## src/rtl/pipeline_exec_ctrl_pkg.sv

```systemverilog
// Shared definitions for the pipeline execution sequencer: state encoding and
// default enabled-cycle counter width.
package pipeline_exec_ctrl_pkg;

    typedef enum logic [1:0] {
        ST_IDLE = 2'd0,
        ST_RUN  = 2'd1,
        ST_STEP = 2'd2,
        ST_DONE = 2'd3
    } state_t;

    localparam int CNT_W_DEF = 32;

endpackage

```

## src/rtl/pipeline_exec_ctrl_if.sv

```systemverilog
// Command/status bundle between the debug unit (master) and the execution
// sequencer (slave).
interface pipeline_exec_ctrl_if #(
    parameter int CNT_W = 32
);
    logic             i_run;
    logic             i_step;
    logic             i_stop;
    logic             i_clear;
    logic             i_halt_wb;
    logic             o_pipeline_enable;
    logic             o_running;
    logic             o_step_ack;
    logic             o_done;
    logic [CNT_W-1:0] o_cycle_count;

    modport master (
        output i_run, i_step, i_stop, i_clear, i_halt_wb,
        input  o_pipeline_enable, o_running, o_step_ack, o_done, o_cycle_count
    );

    modport slave (
        input  i_run, i_step, i_stop, i_clear, i_halt_wb,
        output o_pipeline_enable, o_running, o_step_ack, o_done, o_cycle_count
    );
endinterface

```

## src/rtl/pipeline_exec_ctrl.sv

```systemverilog
// Execution sequencer: drives the shared pipeline-latch enable under debug
// command (run / single-step / stop), halts on HALT leaving MEM_WB, counts enabled cycles.
module pipeline_exec_ctrl
    import pipeline_exec_ctrl_pkg::*;
#(
    parameter int CNT_W = CNT_W_DEF
) (
    input  logic                 i_clock,
    input  logic                 i_reset,
    pipeline_exec_ctrl_if.slave  bus
);

    localparam logic [CNT_W-1:0] CNT_ONE = {{(CNT_W-1){1'b0}}, 1'b1};

    state_t           state_p0;
    state_t           state_nxt;
    logic             en_p0;
    logic             running_p0;
    logic             ack_p0;
    logic             done_p0;
    logic [CNT_W-1:0] cnt_p0;

    logic             en_nxt;
    logic             running_nxt;
    logic             ack_nxt;
    logic             done_nxt;
    logic             cnt_clr;

    function automatic logic [CNT_W-1:0] sat_inc(input logic [CNT_W-1:0] v);
        return (&v) ? v : v + CNT_ONE;
    endfunction

    // ---- stage p0: state and registered outputs ----
    always_ff @(posedge i_clock or posedge i_reset) begin
        if (i_reset) begin
            state_p0   <= ST_IDLE;
            en_p0      <= 1'b0;
            running_p0 <= 1'b0;
            ack_p0     <= 1'b0;
            done_p0    <= 1'b0;
        end else begin
            state_p0   <= state_nxt;
            en_p0      <= en_nxt;
            running_p0 <= running_nxt;
            ack_p0     <= ack_nxt;
            done_p0    <= done_nxt;
        end
    end

    // Stop outranks everything; DONE only leaves on stop or clear so a HALT
    // still parked in MEM_WB cannot block the clear.
    always_comb begin
        state_nxt = state_p0;
        cnt_clr   = 1'b0;
        if (bus.i_stop) begin
            state_nxt = ST_IDLE;
        end else if (state_p0 == ST_DONE) begin
            if (bus.i_clear) begin
                state_nxt = ST_IDLE;
                cnt_clr   = 1'b1;
            end
        end else if (bus.i_halt_wb) begin
            state_nxt = ST_DONE;
        end else begin
            unique case (state_p0)
                ST_RUN:  state_nxt = ST_RUN;
                ST_STEP: state_nxt = ST_IDLE;
                ST_IDLE: begin
                    if (bus.i_run)       state_nxt = ST_RUN;
                    else if (bus.i_step) state_nxt = ST_STEP;
                end
                default: state_nxt = ST_IDLE;
            endcase
        end
    end

    // Outputs are decoded from the next state so they appear right after the edge.
    always_comb begin
        en_nxt      = (state_nxt == ST_RUN) || (state_nxt == ST_STEP);
        running_nxt = (state_nxt == ST_RUN);
        done_nxt    = (state_nxt == ST_DONE);
        ack_nxt     = (state_p0 == ST_STEP) && (state_nxt == ST_IDLE) && !bus.i_stop;
    end

    // ---- stage p0: enabled-cycle counter ----
    always_ff @(posedge i_clock or posedge i_reset) begin
        if (i_reset) begin
            cnt_p0 <= '0;
        end else if (cnt_clr) begin
            cnt_p0 <= '0;
        end else if (en_p0) begin
            cnt_p0 <= sat_inc(cnt_p0);
        end
    end

    assign bus.o_pipeline_enable = en_p0;
    assign bus.o_running         = running_p0;
    assign bus.o_step_ack        = ack_p0;
    assign bus.o_done            = done_p0;
    assign bus.o_cycle_count     = cnt_p0;

endmodule
```

## src/flat_wrapper.sv

```systemverilog
// flat-port wrapper written by rule: the top's interface ports become plain ports
module pipeline_exec_ctrl_flat import pipeline_exec_ctrl_pkg::*;
#(
    parameter int CNT_W = CNT_W_DEF
)
  (i_clock, i_reset, bus_i_run, bus_i_step, bus_i_stop, bus_i_clear, bus_i_halt_wb, bus_o_pipeline_enable, bus_o_running, bus_o_step_ack, bus_o_done, bus_o_cycle_count);
  pipeline_exec_ctrl_if #(.CNT_W(CNT_W)) bus_i ();
  input  logic i_clock;
  input  logic i_reset;
  input wire logic [$bits(bus_i.i_run)-1:0] bus_i_run;
  input wire logic [$bits(bus_i.i_step)-1:0] bus_i_step;
  input wire logic [$bits(bus_i.i_stop)-1:0] bus_i_stop;
  input wire logic [$bits(bus_i.i_clear)-1:0] bus_i_clear;
  input wire logic [$bits(bus_i.i_halt_wb)-1:0] bus_i_halt_wb;
  output wire logic [$bits(bus_i.o_pipeline_enable)-1:0] bus_o_pipeline_enable;
  output wire logic [$bits(bus_i.o_running)-1:0] bus_o_running;
  output wire logic [$bits(bus_i.o_step_ack)-1:0] bus_o_step_ack;
  output wire logic [$bits(bus_i.o_done)-1:0] bus_o_done;
  output wire logic [$bits(bus_i.o_cycle_count)-1:0] bus_o_cycle_count;
  assign bus_i.i_run = bus_i_run;
  assign bus_i.i_step = bus_i_step;
  assign bus_i.i_stop = bus_i_stop;
  assign bus_i.i_clear = bus_i_clear;
  assign bus_i.i_halt_wb = bus_i_halt_wb;
  assign bus_o_pipeline_enable = bus_i.o_pipeline_enable;
  assign bus_o_running = bus_i.o_running;
  assign bus_o_step_ack = bus_i.o_step_ack;
  assign bus_o_done = bus_i.o_done;
  assign bus_o_cycle_count = bus_i.o_cycle_count;
  pipeline_exec_ctrl #(.CNT_W(CNT_W)) u_core (.i_clock(i_clock), .i_reset(i_reset), .bus(bus_i));
endmodule
```

## config.mk

```make
export PLATFORM = sky130hd
export DESIGN_NAME = pipeline_exec_ctrl_flat
export DESIGN_NICKNAME = d
export VERILOG_FILES = /design/src/rtl/pipeline_exec_ctrl_pkg.sv /design/src/rtl/pipeline_exec_ctrl_if.sv /design/src/rtl/pipeline_exec_ctrl.sv /design/src/flat_wrapper.sv
export SDC_FILE = /design/constraint.sdc
export NUM_CORES = 1
export LEC_CHECK = 0
export CORE_MARGIN = 3
export CORE_UTILIZATION = 55
export CTS_CLUSTER_SIZE = 20
export DETAILED_ROUTE_END_ITERATION = 10
export GPL_TIMING_DRIVEN = 1
export HOLD_SLACK_MARGIN = 0.05
export PLACE_DENSITY = 0.87
export SLEW_MARGIN = 20
export SYNTH_ARGS = -nofsm -noshare
export SYNTH_HDL_FRONTEND = slang
export SYNTH_SLANG_ARGS = --single-unit
```

## constraint.sdc

```tcl
create_clock -name i_clock -period 5.7 [get_ports i_clock]
set_clock_uncertainty 0.05 [all_clocks]
set_input_delay 0.855 -clock i_clock [delete_from_list [all_inputs] [get_ports i_clock]]
set_output_delay 0.855 -clock i_clock [all_outputs]
set_load 0.05 [all_outputs]
```

==> reports/results.txt, run 1 <==
setup violators final: 0
Detailed Route WL: 4.99 mm
total die area: 0.00467 mm2
ANT cells: 0
Hold Path Class: flop to flop
final net count: 269
RSZ-0062 raised after global routing: no
Peak Freq: 355 MHz
Hold Buf Count CTS: 0
PD cells: 421 mW/mm2
initial core utilization: 57.5%
Die W: 68.4 um
DR WL/cell: 16.3 um
Crit. End Element: flop
first-pass iteration count of the detailed router: 4
Root Buffer: clkbuf_8
CP max-delay cell: or4_1
TritonCTS clock tree: yes
syn_nets: 228
clk buf depth: 2
placeable core area: 0.00372 mm2
RD Place Congestion: 0.819
slew at the pin closest to its max-slew limit: 1.01 ns
Worst Path Max Fanout: 16
multi-input gate area in the final layout: 0.00112 mm2
ANT nets after route: 0
number of synthesized register bits: 38
total grt overflow: 0
Sink Count: 38
Seq. cell area: 951 um2
fin crit share: 49.4%
Max transition margin: 31.9%
cts bufs inserted: 5
CP Cell Sequence: ha_1, nand4_1, or4_1, o31ai_4, mux2i_1, nor2_1
synthesis-to-finish area growth: 25.1%
vias: 1,933
H-tree depth: 2
pin count of the biggest net entering global routing: 39
Post-Syn Area: 0.00214 mm2
total track usage: 24.0%
cell count after synthesis: 217
reg-to-reg slack, setup: 2.88 ns
Post-CTS Resized: 0
sequential fraction of the synthesis area: 44.5%
Leak: 0.986 nW
DRC errors left: 0
Yosys cell types: 50
most common cell after layout, fill and taps aside: clkdlybuf4s50_1
global-route wire length before repair: 8.43 mm
Final min period: 2.82 ns
Avg Cell Area, Syn: 9.85 um2
most frequent cells in the layout: clkdlybuf4s50_1, dfrtp_1, a21oi_1
# port buffers: 42
fin util: 72.0%
outcome: completed
vias per inst: 6.30
Worst VDD drop: 0.369 mV
Fin. Hold Viols: 0
Setup TNS: 0 ns
Post-CTS Setup Inserts: 0
antenna violations before repair: 0
Arr. time, crit path: 2.91 ns
Filler cells: 296
Skew-Pair Late Insertion Delay: 0.29 ns
vias in the first global route: 1,820
CTS clk-pin slew, worst paths: 0.07 ns
Critical Path Source Type: flop
Max Slew Vio Count: 0
crit path kind: flop to flop
io pins: 43
Yosys Warn Count: 0
max_cap viols: 0
num rows: 22
worst endpoint required time: 5.79 ns
DPL Wire Length: 3.53 mm
layout cells sized above 1: 10.8%
1st-iter DRT viols: 175
Die Y: 68.4 um
slowest stage delay, CP: 0.73 ns
[registers in the layout, indices dropped and copies added (netlist names)]
name,cells
u_core.state_p0,2
u_core.bus.o_running,1
u_core.bus.o_pipeline_enable,1
u_core.bus.o_step_ack,1
u_core.bus.o_cycle_count,32
u_core.bus.o_done,1
[where the power goes]
group	internal [mW]	switching, mW	leakage [nW]	total (mW)
sequential	0.335	0.104	0.485	0.440
combinational	0.168	0.330	0.453	0.498
clock	0.0975	0.0911	0.0482	0.189
[synth_stat cells, drive strengths merged]
master	n	area, um2
o211ai	1	7.51
nor4	2	18.8
mux2i	1	10.0
a21oi	20	108
nand4	12	81.3
nand3	15	75.1
clkbuf	5	20.0
nor2	11	41.3
buf	5	37.5
o311ai	5	58.8
or3	8	52.6
nor3	5	30.0
o21a	1	7.51
xnor2	4	35.0
o31ai	14	119
inv	5	18.8
xor2	4	35.0
and4	4	35.0
nand2b	1	6.26
a311o	1	10.0
o21ai	10	50.1
and3	4	26.3
o31a	1	8.76
nor4bb	1	10.0
dfrtp	38	951
ha	4	50.1
or4	14	111
or2	3	18.8
a211o	1	8.76
o41ai	2	17.5
and2	1	6.26
a211oi	1	7.51
nor4b	2	23.8
nand2	11	41.3
[path summary, 6_finish.rpt]
| check | endpoint | start | depth (start not counted) |
|---|---|---|---|
| worst min register to register | u_core.bus.o_cycle_count[23]$_DFFE_PP0P_ | u_core.bus.o_cycle_count[23]$_DFFE_PP0P_ | 2 |
| max in group asynchronous | u_core.bus.o_cycle_count[13]$_DFFE_PP0P_ | i_reset | 3 |
| worst min-delay path | u_core.bus.o_cycle_count[23]$_DFFE_PP0P_ | u_core.bus.o_cycle_count[23]$_DFFE_PP0P_ | 2 |
| worst max register to register | u_core.bus.o_cycle_count[1]$_DFFE_PP0P_ | u_core.bus.o_cycle_count[0]$_DFFE_PP0P_ | 6 |
| worst max-delay path | u_core.bus.o_cycle_count[1]$_DFFE_PP0P_ | u_core.bus.o_cycle_count[0]$_DFFE_PP0P_ | 6 |
| min in group asynchronous | u_core.bus.o_cycle_count[3]$_DFFE_PP0P_ | i_reset | 3 |
[layout make-up]
cell class,count,share of cell area (%)
Clock inverter,1,0.187
Clock buffer,7,3.23
Timing Repair Buffer,44,16.3
Sequential cell,38,35.5
Tap cell,48,2.25
Multi-Input combinational cell,164,41.8
Inverter,5,0.702
[routing by layer]
metal  wire length (um)  track usage, %  vias up
li1                   -               -      931
met2               2540            42.2       54
met1               2140            28.2      941
met3                259            7.06        7
met5                  0               0        -
met4                 61            6.70        0
[metrics by stage]
stage | instance area (um2) | setup slack, ns | instances | total power [mW] | hold WS [ns]
final | 2680 | 2.88 | 307 | 1.13 | 0.525
after floorplan | 2140 | 3.08 | 217 | 0.758 | 0.476
after global placement | 2580 | 2.82 | 299 | 0.927 | 0.508
after detailed placement | 2580 | 2.95 | 299 | 0.941 | 0.520
after global routing | 2680 | 2.72 | 307 | 1.19 | 0.551
after CTS | 2680 | 2.90 | 307 | 1.13 | 0.532
[logic make-up after synthesis]
| kind of cell | after synthesis | synth area share [%] |
|---|---|---|
| muxes | 1 | 0.468 |
| adders and majority gates | 4 | 2.34 |
| DFF | 38 | 44.5 |
| xor gates and xnor gates | 8 | 3.28 |
| AOI/OAI and AO/OA | 57 | 18.8 |
| buffers and inverters | 15 | 3.57 |
| and+or+nand+nor | 94 | 27.0 |
[worst max-delay path: cells and delay by family (launching register included)]
family                   cells  cell delay [ns]
AND/OR/NAND/NOR              3             0.93
AO/OA/AOI/OAI                1             0.64
flip-flops                   1             0.50
multiplexers                 1             0.28
adder cells (fa/ha/maj)      1             0.27
Power figures use the tool's default switching activity.
==> run 2, diff against run 1 <==
- CORE_UTILIZATION: 55 -> 51
- PLACE_DENSITY: 0.87 -> 0.81
- clock period: 5.7 -> 2.7 ns (I/O delays scaled with it)
==> reports/results.txt, run 2 (synthesized netlist as in run 1, its figures left out) <==
Skew-Pair Late Insertion Delay: 0.29 ns
Critical Path Source Type: flop
Hold Buf Count CTS: 0
# port buffers: 42
io pins: 43
CP bufs+invs: 1
Root Buffer: clkbuf_8
Int Pwr: 1.27 mW
Die W: 70.8 um
most common cell after layout, fill and taps aside: clkdlybuf4s50_1
H-tree depth: 2
initial core utilization: 55.5%
Post-CTS Setup Inserts: 0
Post-CTS Resized: 0
worst endpoint required time: 2.82 ns
synthesis-to-finish area growth: 26.6%
CTS clk-pin slew, worst paths: 0.07 ns
clk buf depth: 2
first-pass iteration count of the detailed router: 4
RSZ-0062 raised after global routing: no
CP delay by family, top: simple AND/OR/NAND/NOR gates
Setup TNS: 0 ns
global-route wire length before repair: 8.71 mm
CP Cell Sequence: ha_1, nand4_1, or4_1, o31ai_4, buf_4, or4_2, a21oi_2
total die area: 0.00501 mm2
setup violators final: 0
Peak Freq: 390 MHz
vias per inst: 6.27
Die Y: 70.8 um
ANT cells: 0
antenna violations before repair: 0
Place WS: 0.180 ns
DR WL/cell: 16.0 um
vias: 1,957
Worst Path Max Fanout: 10
1st-iter DRT viols: 184
num rows: 22
TritonCTS clock tree: yes
max_cap viols: 0
most frequent cells in the layout: clkdlybuf4s50_1, dfrtp_1, a21oi_1
total track usage: 21.3%
Hold Path Class: primary input to asynchronous set/reset pin
Sink Count: 38
Final WS setup: 0.133 ns
switching pwr: 1.11 mW
slew at the pin closest to its max-slew limit: 0.631 ns
Arr. time, crit path: 2.69 ns
DPL Wire Length: 3.51 mm
max reg flops: 32
DRC errors left: 0
share of power burned in registers: 38.8%
Inst Count DP: 304
Max transition margin: 57.6%
Worst VDD drop: 0.657 mV
Final min period: 2.57 ns
outcome: completed
Filler cells: 328
total grt overflow: 0
layout cells sized above 1: 12.5%
Finished Layout Cells: 312
final net count: 274
power share of the clock group: 16.9%
fin crit share: 95.1%
sw frac: 46.5%
CP max-delay cell: or4_1
slowest stage delay, CP: 0.73 ns
PD cells: 879 mW/mm2
vias in the first global route: 1,875
RD Place Congestion: 0.885
ANT nets after route: 0
Max Slew Vio Count: 0
fin util: 70.3%
Fin. Hold Viols: 0
Crit. End Element: flop
pin count of the biggest net entering global routing: 39
power share of the combinational group: 44.3%
crit path kind: flop to flop
Pwr Total: 2.38 mW
Leak: 1.01 nW
Detailed Route WL: 4.99 mm
placeable core area: 0.00385 mm2
cts bufs inserted: 5
run 2: cell types whose count changed in the layout (fill, tap and decap cells not counted), sizes merged:
cell / previous run / this run
buf: 2 / 7
run 2: worst paths after layout:
kind / start / end / slack (ns) / cells past startpoint
min: i_reset / u_core.bus.o_cycle_count[24]$_DFFE_PP0P_ / 0.51 / 3
max in group asynchronous: i_reset / u_core.bus.o_cycle_count[5]$_DFFE_PP0P_ / 1.77 / 3
min reg2reg: u_core.bus.o_cycle_count[31]$_DFFE_PP0P_ / u_core.bus.o_cycle_count[31]$_DFFE_PP0P_ / 0.52 / 2
max reg2reg: u_core.bus.o_cycle_count[1]$_DFFE_PP0P_ / u_core.bus.o_cycle_count[14]$_DFFE_PP0P_ / 0.13 / 7
max: u_core.bus.o_cycle_count[1]$_DFFE_PP0P_ / u_core.bus.o_cycle_count[14]$_DFFE_PP0P_ / 0.13 / 7
min in group i_clock: u_core.bus.o_cycle_count[31]$_DFFE_PP0P_ / u_core.bus.o_cycle_count[31]$_DFFE_PP0P_ / 0.52 / 2
run 2: layer usage:
metal	wire [um]	GRT usage (%)	up-vias
li1	-	-	937
met1	2210	28.8	952
met2	2390	33.7	63
met3	326	4.97	5
met4	61	7.31	0
met5	0	0	-
run 2: area by class of cell:
cell class	count	area (um2)	share of cell area, %
Timing Repair Buffer	49	473	17.5
Sequential cell	38	951	35.1
Tap cell	48	60.1	2.22
Clock buffer	7	86.3	3.19
Inverter	5	18.8	0.693
Multi-Input combinational cell	164	1110	41.1
Clock inverter	1	5.00	0.185
run 2: tightest hold or removal path: stages:
cell and delay, ns:
clkdlybuf4s50_1 0.40, inv_1 0.06, buf_4 0.41
run 2: through the flow:
stage               hold slack [ns]  cell area, um2
finish                        0.507            2710
global route                  0.560            2710
CTS                           0.522            2710
detailed placement            0.512            2620
global placement              0.502            2620
floorplan                     0.427            2140
run 2: power groups by stage:
stage,Clock (mW),Combinational (mW),Sequential [mW]
2_1_floorplan,0,0.238,1.36
3_3_place_gp,0,1.05,0.917
3_5_place_dp,0,1.06,0.924
4_1_cts,0.408,1.06,0.917
5_1_grt,0.440,1.11,0.959
6_report,0.403,1.05,0.923
==> run 3, diff against run 2 <==
- SETUP_SLACK_MARGIN: not set -> 0.1
==> reports/results.txt, run 3 (synthesized netlist as in run 1, its figures left out) <==
Final min period: 2.40 ns
Peak Freq: 416 MHz
synthesis-to-finish area growth: 26.6%
Seq. cell area: 953 um2
num rows: 22
total die area: 0.00501 mm2
Max transition margin: 56.5%
max reg flops: 32
ANT cells: 0
M1 WL: 2.21 mm
Crit. End Element: flop
Fin. Hold Viols: 0
Critical R2R Launch: u_core.bus.o_cycle_count[2]$_DFFE_PP0P_
fin crit share: 89.0%
global-route wire length before repair: 8.90 mm
Root Buffer: clkbuf_8
Worst Path Max Fanout: 7
RD Place Congestion: 0.831
most common cell after layout, fill and taps aside: clkdlybuf4s50_1
Max Slew Vio Count: 0
switching pwr: 1.10 mW
io pins: 43
Leak: 1.00 nW
Int Pwr: 1.27 mW
Skew-Pair Late Insertion Delay: 0.29 ns
outcome: completed
ANT nets after route: 0
total track usage: 21.8%
DRC errors left: 0
cts bufs inserted: 5
uppermost layer routed: met4
DR WL/cell: 16.2 um
most frequent cells in the layout: clkdlybuf4s50_1, dfrtp_1, a21oi_1
share of power burned in registers: 39.0%
max_cap viols: 0
placeable core area: 0.00385 mm2
clk buf depth: 2
Arr. time, crit path: 2.57 ns
R2R depth: 6
antenna violations before repair: 0
first-pass iteration count of the detailed router: 4
slew at the pin closest to its max-slew limit: 0.648 ns
power share of the combinational group: 44.5%
reg-to-reg slack, setup: 0.30 ns
Setup TNS: 0 ns
power share of the clock group: 16.4%
PD cells: 873 mW/mm2
Filler cells: 306
r2r endpoint: u_core.bus.o_cycle_count[29]$_DFFE_PP0P_
Die W: 70.8 um
Detailed Route WL: 5.03 mm
Final WS setup: 0.296 ns
initial core utilization: 55.5%
Critical Path Source Type: flop
cell area after layout: 0.00271 mm2
Die Y: 70.8 um
# port buffers: 42
multi-input gate area in the final layout: 0.00112 mm2
Sink Count: 38
TritonCTS clock tree: yes
Worst setup startpoint: u_core.bus.o_cycle_count[2]$_DFFE_PP0P_
layout cells sized above 1: 13.4%
met3 routed WL: 245 um
pin count of the biggest net entering global routing: 39
setup violators final: 0
Inst Count DP: 304
final net count: 274
Critical Path Sink: u_core.bus.o_cycle_count[29]$_DFFE_PP0P_
fin util: 70.2%
Worst VDD drop: 0.521 mV
met2 wire length: 2.50 mm
CTS clk-pin slew, worst paths: 0.07 ns
total grt overflow: 0
vias in the first global route: 1,910
Area after DPL: 0.00262 mm2
Finished Layout Cells: 310
H-tree depth: 2
crit path kind: flop to flop
Hold Path Class: primary input to asynchronous set/reset pin
vias per inst: 6.34
vias: 1,965
DPL Wire Length: 3.64 mm
RSZ-0062 raised after global routing: no
worst endpoint required time: 2.86 ns
Place WS: 0.270 ns
1st-iter DRT viols: 209
sw frac: 46.4%
==> run 3: changes by cell type in the layout (fill, tap and decap cells not counted), sizes merged <==
cell    change
clkbuf      -1
clkinv      -1
==> run 3: area by class of cell <==
cell class                 instances  share of cell area, %
clock buffer                       6                   3.05
multi-input combinational        164                   41.3
sequential                        38                   35.2
tap                               48                   2.22
inverter                           5                  0.693
timing repair buffer              49                   17.5
==> run 3: power groups by stage <==
stage	logic, mW	registers [mW]	clock network [mW]
6_report	1.05	0.922	0.388
5_1_grt	1.11	0.961	0.416
4_1_cts	1.06	0.919	0.392
3_5_place_dp	1.06	0.929	0
3_3_place_gp	1.05	0.921	0
2_1_floorplan	0.238	1.37	0
==> run 3: metal layers <==
| layer | GRT usage [%] | up-vias |
|---|---|---|
| li1 | - | 934 |
| met1 | 30.0 | 959 |
| met2 | 34.2 | 63 |
| met3 | 4.26 | 9 |
| met4 | 8.35 | 0 |
| met5 | 0 | - |
==> run 3: worst min-delay path by stage <==
stage                                                   from                                        to  slack (ns)
finish                                               i_reset    u_core.bus.o_pipeline_enable$_DFF_PP0_        0.52
floorplan                                         bus_i_stop           u_core.bus.o_step_ack$_DFF_PP0_        0.43
global placement    u_core.bus.o_cycle_count[23]$_DFFE_PP0P_  u_core.bus.o_cycle_count[23]$_DFFE_PP0P_        0.50
CTS                                                  i_reset    u_core.bus.o_pipeline_enable$_DFF_PP0_        0.52
detailed placement  u_core.bus.o_cycle_count[23]$_DFFE_PP0P_  u_core.bus.o_cycle_count[23]$_DFFE_PP0P_        0.52
global route        u_core.bus.o_cycle_count[31]$_DFFE_PP0P_  u_core.bus.o_cycle_count[31]$_DFFE_PP0P_        0.56
==> run 3: timing repair <==
item	4_1_cts	5_1_grt
endpoints found under the setup margin	0	1
resized for setup	0	1
hold buffers	0	0
setup buffers	0	0
==> run 3: stage by stage <==
stage	hold slack, ns	total power, mW
CTS	0.518	2.37
global route	0.558	2.49
finish	0.517	2.36
detailed placement	0.516	1.98
floorplan	0.427	1.60
global placement	0.505	1.97
==> run 3: worst max-delay path: stages, from the launching register on <==
cell     delay, ns
dfrtp_1       0.45
nand4_1       0.25
nor3_2        0.51
o41ai_1       0.21
buf_4         0.20
or4_1         0.49
a21oi_1       0.16
